[src/rtl/i2c_master_byte_if.sv]
// Command/response handshake plus open-drain bus pins for the byte-level I2C master.
// The master modport is the I2C master block itself; slave is the host/bus side.
interface i2c_master_byte_if #(
    parameter int DATA_WIDTH = 8
);
    logic                  cmd_valid_i;
    logic                  cmd_ready_o;
    logic [2:0]            cmd_i;
    logic [DATA_WIDTH-1:0] wdata_i;
    logic                  rsp_valid_o;
    logic [DATA_WIDTH-1:0] rdata_o;
    logic                  ack_o;
    logic                  err_o;
    logic                  busy_o;
    logic                  scl_o;
    logic                  sda_o;
    logic                  sda_i;

    modport master (
        input  cmd_valid_i, cmd_i, wdata_i, sda_i,
        output cmd_ready_o, rsp_valid_o, rdata_o, ack_o, err_o, busy_o, scl_o, sda_o
    );

    modport slave (
        output cmd_valid_i, cmd_i, wdata_i, sda_i,
        input  cmd_ready_o, rsp_valid_o, rdata_o, ack_o, err_o, busy_o, scl_o, sda_o
    );
endinterface

[src/rtl/i2c_master_byte.sv]
// Byte-level I2C master: START / STOP / WRITE / READ_ACK / READ_NAK commands, one
// response pulse per accepted command. Bus symbols are four quarter-phases of CLK_DIV cycles.
module i2c_master_byte #(
    parameter int CLK_DIV    = 4,
    parameter int DATA_WIDTH = 8
) (
    input  logic                 clk_i,
    input  logic                 rst_i,
    i2c_master_byte_if.master    bus
);
    localparam logic [2:0] ST_IDLE  = 3'd0;
    localparam logic [2:0] ST_HOLD  = 3'd1;
    localparam logic [2:0] ST_START = 3'd2;
    localparam logic [2:0] ST_STOP  = 3'd3;
    localparam logic [2:0] ST_WRITE = 3'd4;
    localparam logic [2:0] ST_READ  = 3'd5;

    localparam logic [2:0] CMD_START  = 3'd0;
    localparam logic [2:0] CMD_STOP   = 3'd1;
    localparam logic [2:0] CMD_WRITE  = 3'd2;
    localparam logic [2:0] CMD_RD_ACK = 3'd3;
    localparam logic [2:0] CMD_RD_NAK = 3'd4;

    localparam int             BW       = $clog2(DATA_WIDTH + 1);
    localparam logic [BW-1:0]  LAST_BIT = BW'(DATA_WIDTH);
    localparam logic [9:0]     DIV_M1   = 10'(CLK_DIV - 1);

    logic [2:0]            r_state;
    logic [1:0]            r_phase;
    logic [9:0]            r_cnt;
    logic [BW-1:0]         r_bit;
    logic [DATA_WIDTH-1:0] r_wsh;
    logic [DATA_WIDTH-1:0] r_rsh;
    logic                  r_nak;
    logic                  r_ack_smp;
    logic                  r_scl;
    logic                  r_sda;
    logic                  r_rsp;
    logic                  r_err;
    logic                  r_ack;
    logic [DATA_WIDTH-1:0] r_rdata;
    logic                  r_busy;

    logic [2:0]            w_state;
    logic [1:0]            w_phase;
    logic [9:0]            w_cnt;
    logic [BW-1:0]         w_bit;
    logic [DATA_WIDTH-1:0] w_wsh;
    logic                  w_nak;
    logic                  w_ready;
    logic                  w_accept;
    logic                  w_active;
    logic                  w_sample;
    logic                  w_done;
    logic                  w_reject;
    logic                  w_dbit;
    logic                  w_scl;
    logic                  w_sda;

    // Next-state: command decode on acceptance, otherwise phase/bit sequencing.
    always_comb begin
        w_ready  = (r_state == ST_IDLE) || (r_state == ST_HOLD);
        w_accept = bus.cmd_valid_i && w_ready;
        w_active = !w_ready;
        w_sample = w_active && (r_phase == 2'd1) && (r_cnt == 10'd0);
        w_state  = r_state;
        w_phase  = r_phase;
        w_cnt    = r_cnt;
        w_bit    = r_bit;
        w_wsh    = r_wsh;
        w_nak    = r_nak;
        w_done   = 1'b0;
        w_reject = 1'b0;
        if (w_accept) begin
            case (bus.cmd_i)
                CMD_START: w_state = ST_START;
                CMD_STOP: begin
                    if (r_state == ST_HOLD) w_state = ST_STOP;
                    else                    w_reject = 1'b1;
                end
                CMD_WRITE: begin
                    if (r_state == ST_HOLD) begin
                        w_state = ST_WRITE;
                        w_wsh   = bus.wdata_i;
                    end else begin
                        w_reject = 1'b1;
                    end
                end
                CMD_RD_ACK, CMD_RD_NAK: begin
                    if (r_state == ST_HOLD) begin
                        w_state = ST_READ;
                        w_nak   = (bus.cmd_i == CMD_RD_NAK);
                    end else begin
                        w_reject = 1'b1;
                    end
                end
                default: w_reject = 1'b1;
            endcase
            if (!w_reject) begin
                w_cnt   = DIV_M1;
                w_phase = 2'd0;
                w_bit   = '0;
            end
        end else if (w_active) begin
            if (r_cnt != 10'd0) begin
                w_cnt = r_cnt - 10'd1;
            end else begin
                w_cnt   = DIV_M1;
                w_phase = r_phase + 2'd1;
                if (r_phase == 2'd3) begin
                    if (((r_state == ST_WRITE) || (r_state == ST_READ)) && (r_bit != LAST_BIT)) begin
                        w_bit = r_bit + BW'(1);
                        w_wsh = {r_wsh[DATA_WIDTH-2:0], 1'b0};
                    end else begin
                        w_done  = 1'b1;
                        w_state = (r_state == ST_STOP) ? ST_IDLE : ST_HOLD;
                    end
                end
            end
        end
    end

    // Line levels are derived from the next state so scl/sda come straight from flops.
    always_comb begin
        if (w_state == ST_WRITE)
            w_dbit = (w_bit == LAST_BIT) ? 1'b1 : w_wsh[DATA_WIDTH-1];
        else
            w_dbit = (w_bit == LAST_BIT) ? w_nak : 1'b1;
        w_scl = r_scl;
        w_sda = r_sda;
        case (w_state)
            ST_IDLE: begin
                w_scl = 1'b1;
                w_sda = 1'b1;
            end
            ST_START: begin
                case (w_phase)
                    2'd0:    begin w_scl = r_scl; w_sda = 1'b1; end
                    2'd1:    begin w_scl = 1'b1;  w_sda = 1'b1; end
                    2'd2:    begin w_scl = 1'b1;  w_sda = 1'b0; end
                    default: begin w_scl = 1'b0;  w_sda = 1'b0; end
                endcase
            end
            ST_STOP: begin
                w_scl = (w_phase != 2'd0);
                w_sda = (w_phase[1] == 1'b1);
            end
            ST_WRITE, ST_READ: begin
                w_scl = (w_phase == 2'd1) || (w_phase == 2'd2);
                w_sda = w_dbit;
            end
            default: ;
        endcase
    end

    always_ff @(posedge clk_i or posedge rst_i) begin
        if (rst_i) begin
            r_state   <= ST_IDLE;
            r_phase   <= 2'd0;
            r_cnt     <= 10'd0;
            r_bit     <= '0;
            r_wsh     <= '0;
            r_rsh     <= '0;
            r_nak     <= 1'b0;
            r_ack_smp <= 1'b0;
            r_scl     <= 1'b1;
            r_sda     <= 1'b1;
            r_rsp     <= 1'b0;
            r_err     <= 1'b0;
            r_ack     <= 1'b0;
            r_rdata   <= '0;
            r_busy    <= 1'b0;
        end else begin
            r_state <= w_state;
            r_phase <= w_phase;
            r_cnt   <= w_cnt;
            r_bit   <= w_bit;
            r_wsh   <= w_wsh;
            r_nak   <= w_nak;
            r_scl   <= w_scl;
            r_sda   <= w_sda;
            r_rsp   <= w_done || w_reject;
            if (w_sample) begin
                if ((r_state == ST_WRITE) && (r_bit == LAST_BIT))
                    r_ack_smp <= !bus.sda_i;
                if ((r_state == ST_READ) && (r_bit != LAST_BIT))
                    r_rsh <= {r_rsh[DATA_WIDTH-2:0], bus.sda_i};
            end
            if (w_reject)
                r_err <= 1'b1;
            if (w_done) begin
                r_err <= 1'b0;
                if (r_state == ST_WRITE) r_ack   <= r_ack_smp;
                if (r_state == ST_READ)  r_rdata <= r_rsh;
                if (r_state == ST_START) r_busy  <= 1'b1;
                if (r_state == ST_STOP)  r_busy  <= 1'b0;
            end
        end
    end

    assign bus.cmd_ready_o = w_ready;
    assign bus.rsp_valid_o = r_rsp;
    assign bus.rdata_o     = r_rdata;
    assign bus.ack_o       = r_ack;
    assign bus.err_o       = r_err;
    assign bus.busy_o      = r_busy;
    assign bus.scl_o       = r_scl;
    assign bus.sda_o       = r_sda;
endmodule

[src/flat_wrapper.sv]
// flat-port wrapper written by rule: the top's interface ports become plain ports
module i2c_master_byte_flat 
#(
    parameter int CLK_DIV    = 4,
    parameter int DATA_WIDTH = 8
)
  (clk_i, rst_i, bus_cmd_valid_i, bus_cmd_i, bus_wdata_i, bus_sda_i, bus_cmd_ready_o, bus_rsp_valid_o, bus_rdata_o, bus_ack_o, bus_err_o, bus_busy_o, bus_scl_o, bus_sda_o);
  i2c_master_byte_if #(.DATA_WIDTH(DATA_WIDTH)) bus_i ();
  input  logic clk_i;
  input  logic rst_i;
  input wire logic [$bits(bus_i.cmd_valid_i)-1:0] bus_cmd_valid_i;
  input wire logic [$bits(bus_i.cmd_i)-1:0] bus_cmd_i;
  input wire logic [$bits(bus_i.wdata_i)-1:0] bus_wdata_i;
  input wire logic [$bits(bus_i.sda_i)-1:0] bus_sda_i;
  output wire logic [$bits(bus_i.cmd_ready_o)-1:0] bus_cmd_ready_o;
  output wire logic [$bits(bus_i.rsp_valid_o)-1:0] bus_rsp_valid_o;
  output wire logic [$bits(bus_i.rdata_o)-1:0] bus_rdata_o;
  output wire logic [$bits(bus_i.ack_o)-1:0] bus_ack_o;
  output wire logic [$bits(bus_i.err_o)-1:0] bus_err_o;
  output wire logic [$bits(bus_i.busy_o)-1:0] bus_busy_o;
  output wire logic [$bits(bus_i.scl_o)-1:0] bus_scl_o;
  output wire logic [$bits(bus_i.sda_o)-1:0] bus_sda_o;
  assign bus_i.cmd_valid_i = bus_cmd_valid_i;
  assign bus_i.cmd_i = bus_cmd_i;
  assign bus_i.wdata_i = bus_wdata_i;
  assign bus_i.sda_i = bus_sda_i;
  assign bus_cmd_ready_o = bus_i.cmd_ready_o;
  assign bus_rsp_valid_o = bus_i.rsp_valid_o;
  assign bus_rdata_o = bus_i.rdata_o;
  assign bus_ack_o = bus_i.ack_o;
  assign bus_err_o = bus_i.err_o;
  assign bus_busy_o = bus_i.busy_o;
  assign bus_scl_o = bus_i.scl_o;
  assign bus_sda_o = bus_i.sda_o;
  i2c_master_byte #(.CLK_DIV(CLK_DIV), .DATA_WIDTH(DATA_WIDTH)) u_core (.clk_i(clk_i), .rst_i(rst_i), .bus(bus_i));
endmodule
[config.mk]
export PLATFORM = sky130hd
export DESIGN_NAME = i2c_master_byte_flat
export DESIGN_NICKNAME = d
export VERILOG_FILES = /design/src/rtl/i2c_master_byte_if.sv /design/src/rtl/i2c_master_byte.sv /design/src/flat_wrapper.sv
export SDC_FILE = /design/constraint.sdc
export NUM_CORES = 1
export LEC_CHECK = 0
export CAP_MARGIN = 20
export CORE_UTILIZATION = 55
export DETAILED_ROUTE_END_ITERATION = 8
export DONT_BUFFER_PORTS = 1
export PLACE_DENSITY = 0.7
export RECOVER_POWER = 100
export SYNTH_ARGS = -nofsm -noshare
export SYNTH_HDL_FRONTEND = slang
export SYNTH_SLANG_ARGS = --single-unit
[constraint.sdc]
create_clock -name clk_i -period 3.6 [get_ports clk_i]
set_input_delay 0.54 -clock clk_i [delete_from_list [all_inputs] [get_ports clk_i]]
set_output_delay 0.54 -clock clk_i [all_outputs]
set_load 0.005 [all_outputs]
==> key figures <==
Critical path
  • Max incr delay on CP: 640 ps
  • Critical-path cell list: inv_1, ha_1, or4b_2, nor3_4, and3_1, mux2_1, nand4_1, mux2i_1, o211a_1
  • CP max FO: 10
  • Max stage delay cell, worst path: or4b_2
  • Kind of critical path: flip-flop to flip-flop
  • Worst setup path startpoint: u_core.r_cnt[0]$_DFFE_PP0P_
  • CP top delay family: simple AND/OR/NAND/NOR gates
  • Cell count of the worst reg-to-reg path: 9
  • Worst Path Arrival: roughly 3300 ps
  • CP required: 3860 ps
  • CP Depth: 9
  • Worst flop-to-flop path endpoint: u_core.bus.sda_o$_DFFE_PP1P_
  • Worst Setup End Kind: flip-flop
  • Crit path launch type: flip-flop
  • Reg2reg setup slack: 610 ps
  • Setup crit end: u_core.bus.sda_o$_DFFE_PP1P_
  • RR Startpoint: u_core.r_cnt[0]$_DFFE_PP0P_
  • Crit path buf inv count: 1

Clocking
  • # Post-CTS Setup Buffers: 0
  • Post-CTS Hold Buffers: 0
  • CTS tree: done
  • H-tree Lvls: 2
  • Clock latency on the worst-skew pair: about 310 ps
  • Maximum clock path buffer count: 2
  • CTS sink cnt: 51
  • Clk root buf: clkbuf_8
  • Post-CTS sizing: 0
  • Num CTS Buffers: 5
  • Clock transition at the registers of the reported paths: 90 ps

Cells and area
  • Final core occ: 0.6090
  • N_diodes: 0
  • Area growth from synthesis to layout: 4.442%
  • Final #Nets: 283
  • Fin area: 2706 um^2
  • Share of cells above drive strength 1: 0.1145

Floorplanning
  • Die height: 70.64 um
  • Core area: 4444 um^2
  • # IOs: 30
  • Die X-Extent: ~71 um
  • Die area: 4990 um^2
  • Initial Util: 0.5831
  • Floorplan row count: 24

Routing
  • Drt via density: 5.943
  • Initial drt markers: 60
  • Total Wirelength: 4798 um
  • Routed length per instance: 15.28 um
  • Antenna Nets Post-Route: 0
  • DR pass1 iterations: 6
  • Vias: roughly 1900
  • Drt drc: 2

GRT
  • Largest net degree at the start of global routing: 52
  • First-pass GRT wire length: 8197 um
  • GRT Overall Usage: 0.2066
  • Total congestion overflow: 0
  • Vias in the first global route: roughly 1900
  • Initial antenna violation count: 0

Worst hold path
  • Hold Path Class: primary input to async pin

Placed design
  • Placer Congestion: 0.8002
  • Dpl hpwl: ~3300 um
  • Cell Area, Placed: 2625 um^2
  • Port Buffers: 0

Yosys
  • Count leader, synth: dfrtp_1
  • Cell count after synthesis: roughly 260
  • Syn Nets: 281
  • Post-synthesis compound-gate area fraction: 0.1241
  • Synth top area cells: dfrtp_1 47%, mux2_2 7.8%, a21oi_1 3.5%
  • #FFs+latches synth: 51
  • Post-synth EDFFs: 0
  • Synth Cell Area: approximately 2600 um^2
  • Mux cell area share after synthesis: 0.09029
  • Yosys top cell area share: 0.4732
  • Post-Synthesis Mean Instance Area: 10.00 um^2
  • Post-synthesis xor/xnor area fraction: 0.01690
  • Ys Warns: 0
  • Post-synth cell types: a little under 50
  • Synth Area in Adders: 0.03380
  • Synth area leader: dfrtp_1
  • Post-synth ARST share: 1.000
  • Post-synthesis sequential area ratio: 0.4935
  • Synth top cells by count: 49 x dfrtp_1, 21 x inv_1, 21 x nor2_1
  • Largest family of logic cells by synthesized area: simple AND/OR/NAND/NOR gates
  • Simple-gate area share of the yosys netlist: 0.1989
  • Top_reg_cell synth: dfrtp_1

Timing
  • Slew headroom: 0.03748
  • RSZ-0062 raised after global routing: no
  • TNS Setup: 0 ps
  • Clk_skew: a little under 4 ps
  • Final Critical Period: 2995 ps
  • Finish-stage setup viols: 0
  • Fmax: about 0.33 GHz
  • Tcrit/Tclk final: 0.8319
  • Slew Limit Fails: 0
  • Least-Margin Pin Slew: 1444 ps
  • Final Hold Fails: 0

Job
  • Max_cap viols: 0

Run status
  • Failing checks: design-rule violations
  • Outcome: complete, but fails checks

Power
  • Power per cell area: 613.7 nW/um^2
  • Worst IR drop on VDD: 0.4078 mV
  • Cell leakage power: around 0.0013 uW
-- worst min-delay path by stage --
stage                                 start                           endpoint  slack (ps)  cells after the start
5_1_grt                           bus_sda_i       u_core.r_ack_smp$_DFFE_PP0P_         320                      1
6_report                              rst_i  u_core.bus.rdata_o[1]$_DFFE_PP0P_         290                      1
4_1_cts                           bus_sda_i       u_core.r_ack_smp$_DFFE_PP0P_         310                      1
3_5_place_dp   u_core.r_ack_smp$_DFFE_PP0P_       u_core.bus.ack_o$_DFFE_PP0P_         500                      1
3_3_place_gp    u_core.r_cnt[0]$_DFFE_PP0P_        u_core.r_cnt[0]$_DFFE_PP0P_         480                      1
2_1_floorplan   u_core.r_cnt[0]$_DFFE_PP0P_        u_core.r_cnt[0]$_DFFE_PP0P_         460                      1
-- kinds of logic (layout without fill, tap and decap cells) --
group | count (synthesis) | count (layout)
AND/OR/NAND/NOR | 94 | 94
flip-flops | 51 | 51
XOR/XNOR | 5 | 5
multiplexers | 21 | 21
AO/OA/AOI/OAI | 54 | 54
buffers and inverters | 27 | 30
adder cells (fa/ha/maj) | 7 | 7
-- through the flow --
| stage | cells | hold slack (ps) | worst slack, ps | total power [uW] |
|---|---|---|---|---|
| after floorplan | 259 | 462.1 | 1016 | 1227 |
| after global placement | 305 | 477.1 | 752.3 | 1323 |
| after detailed placement | 305 | 497.0 | 661.3 | 1342 |
| after CTS | 313 | 314.1 | 622.7 | 1680 |
| after global routing | 314 | 316.9 | 370.8 | 1781 |
| final | 314 | 289.6 | 605.2 | 1661 |
-- cell usage in the layout (no fill, tap or decap), types with 3 or more instances in the layout --
cell / instances
xor2_1: 3
nor2_1: 21
or3_1: 3
clkbuf_8: 5
nand3_1: 12
a22oi_1: 6
nand3b_1: 5
nor3_1: 9
mux2_2: 18
nand2_1: 20
inv_1: 21
nand2b_1: 3
nand4_1: 3
a21oi_1: 18
o21ai_0: 18
ha_1: 7
dfrtp_1: 49
-- layer usage --
metal,track usage,part of all wire
met1,0.2645,0.48
met2,0.3484,0.46
met3,0.05413,0.048
met4,0.06222,0.012
met5,0,0
-- final cells by class --
type | instances | area (um^2)
Sequential cell | 51 | 1279
Fill cell | 385 | 1738
Clock inverter | 3 | 22.52
Tap cell | 52 | 65.06
Clock buffer | 5 | 68.82
Multi-Input combinational cell | 181 | 1189
Inverter | 21 | 78.83
Timing Repair Buffer | 1 | 3.754
-- report_power, final --
| group | internal [uW] | switching [uW] | leakage [uW] |
|---|---|---|---|
| clock | 141 | 197 | 0.0000489 |
| sequential | 699 | 148 | 0.000621 |
| combinational | 209 | 266 | 0.000597 |
-- flip-flops by register name (all words and copies together), names as in the netlist, 2 cells and up --
signal	cells
u_core.r_bit	4
u_core.r_phase	2
u_core.r_cnt	10
u_core.bus.rdata_o	8
u_core.r_state	3
u_core.r_rsh	8
u_core.r_wsh	8
No activity file was read; power rests on OpenSTA's default activity.
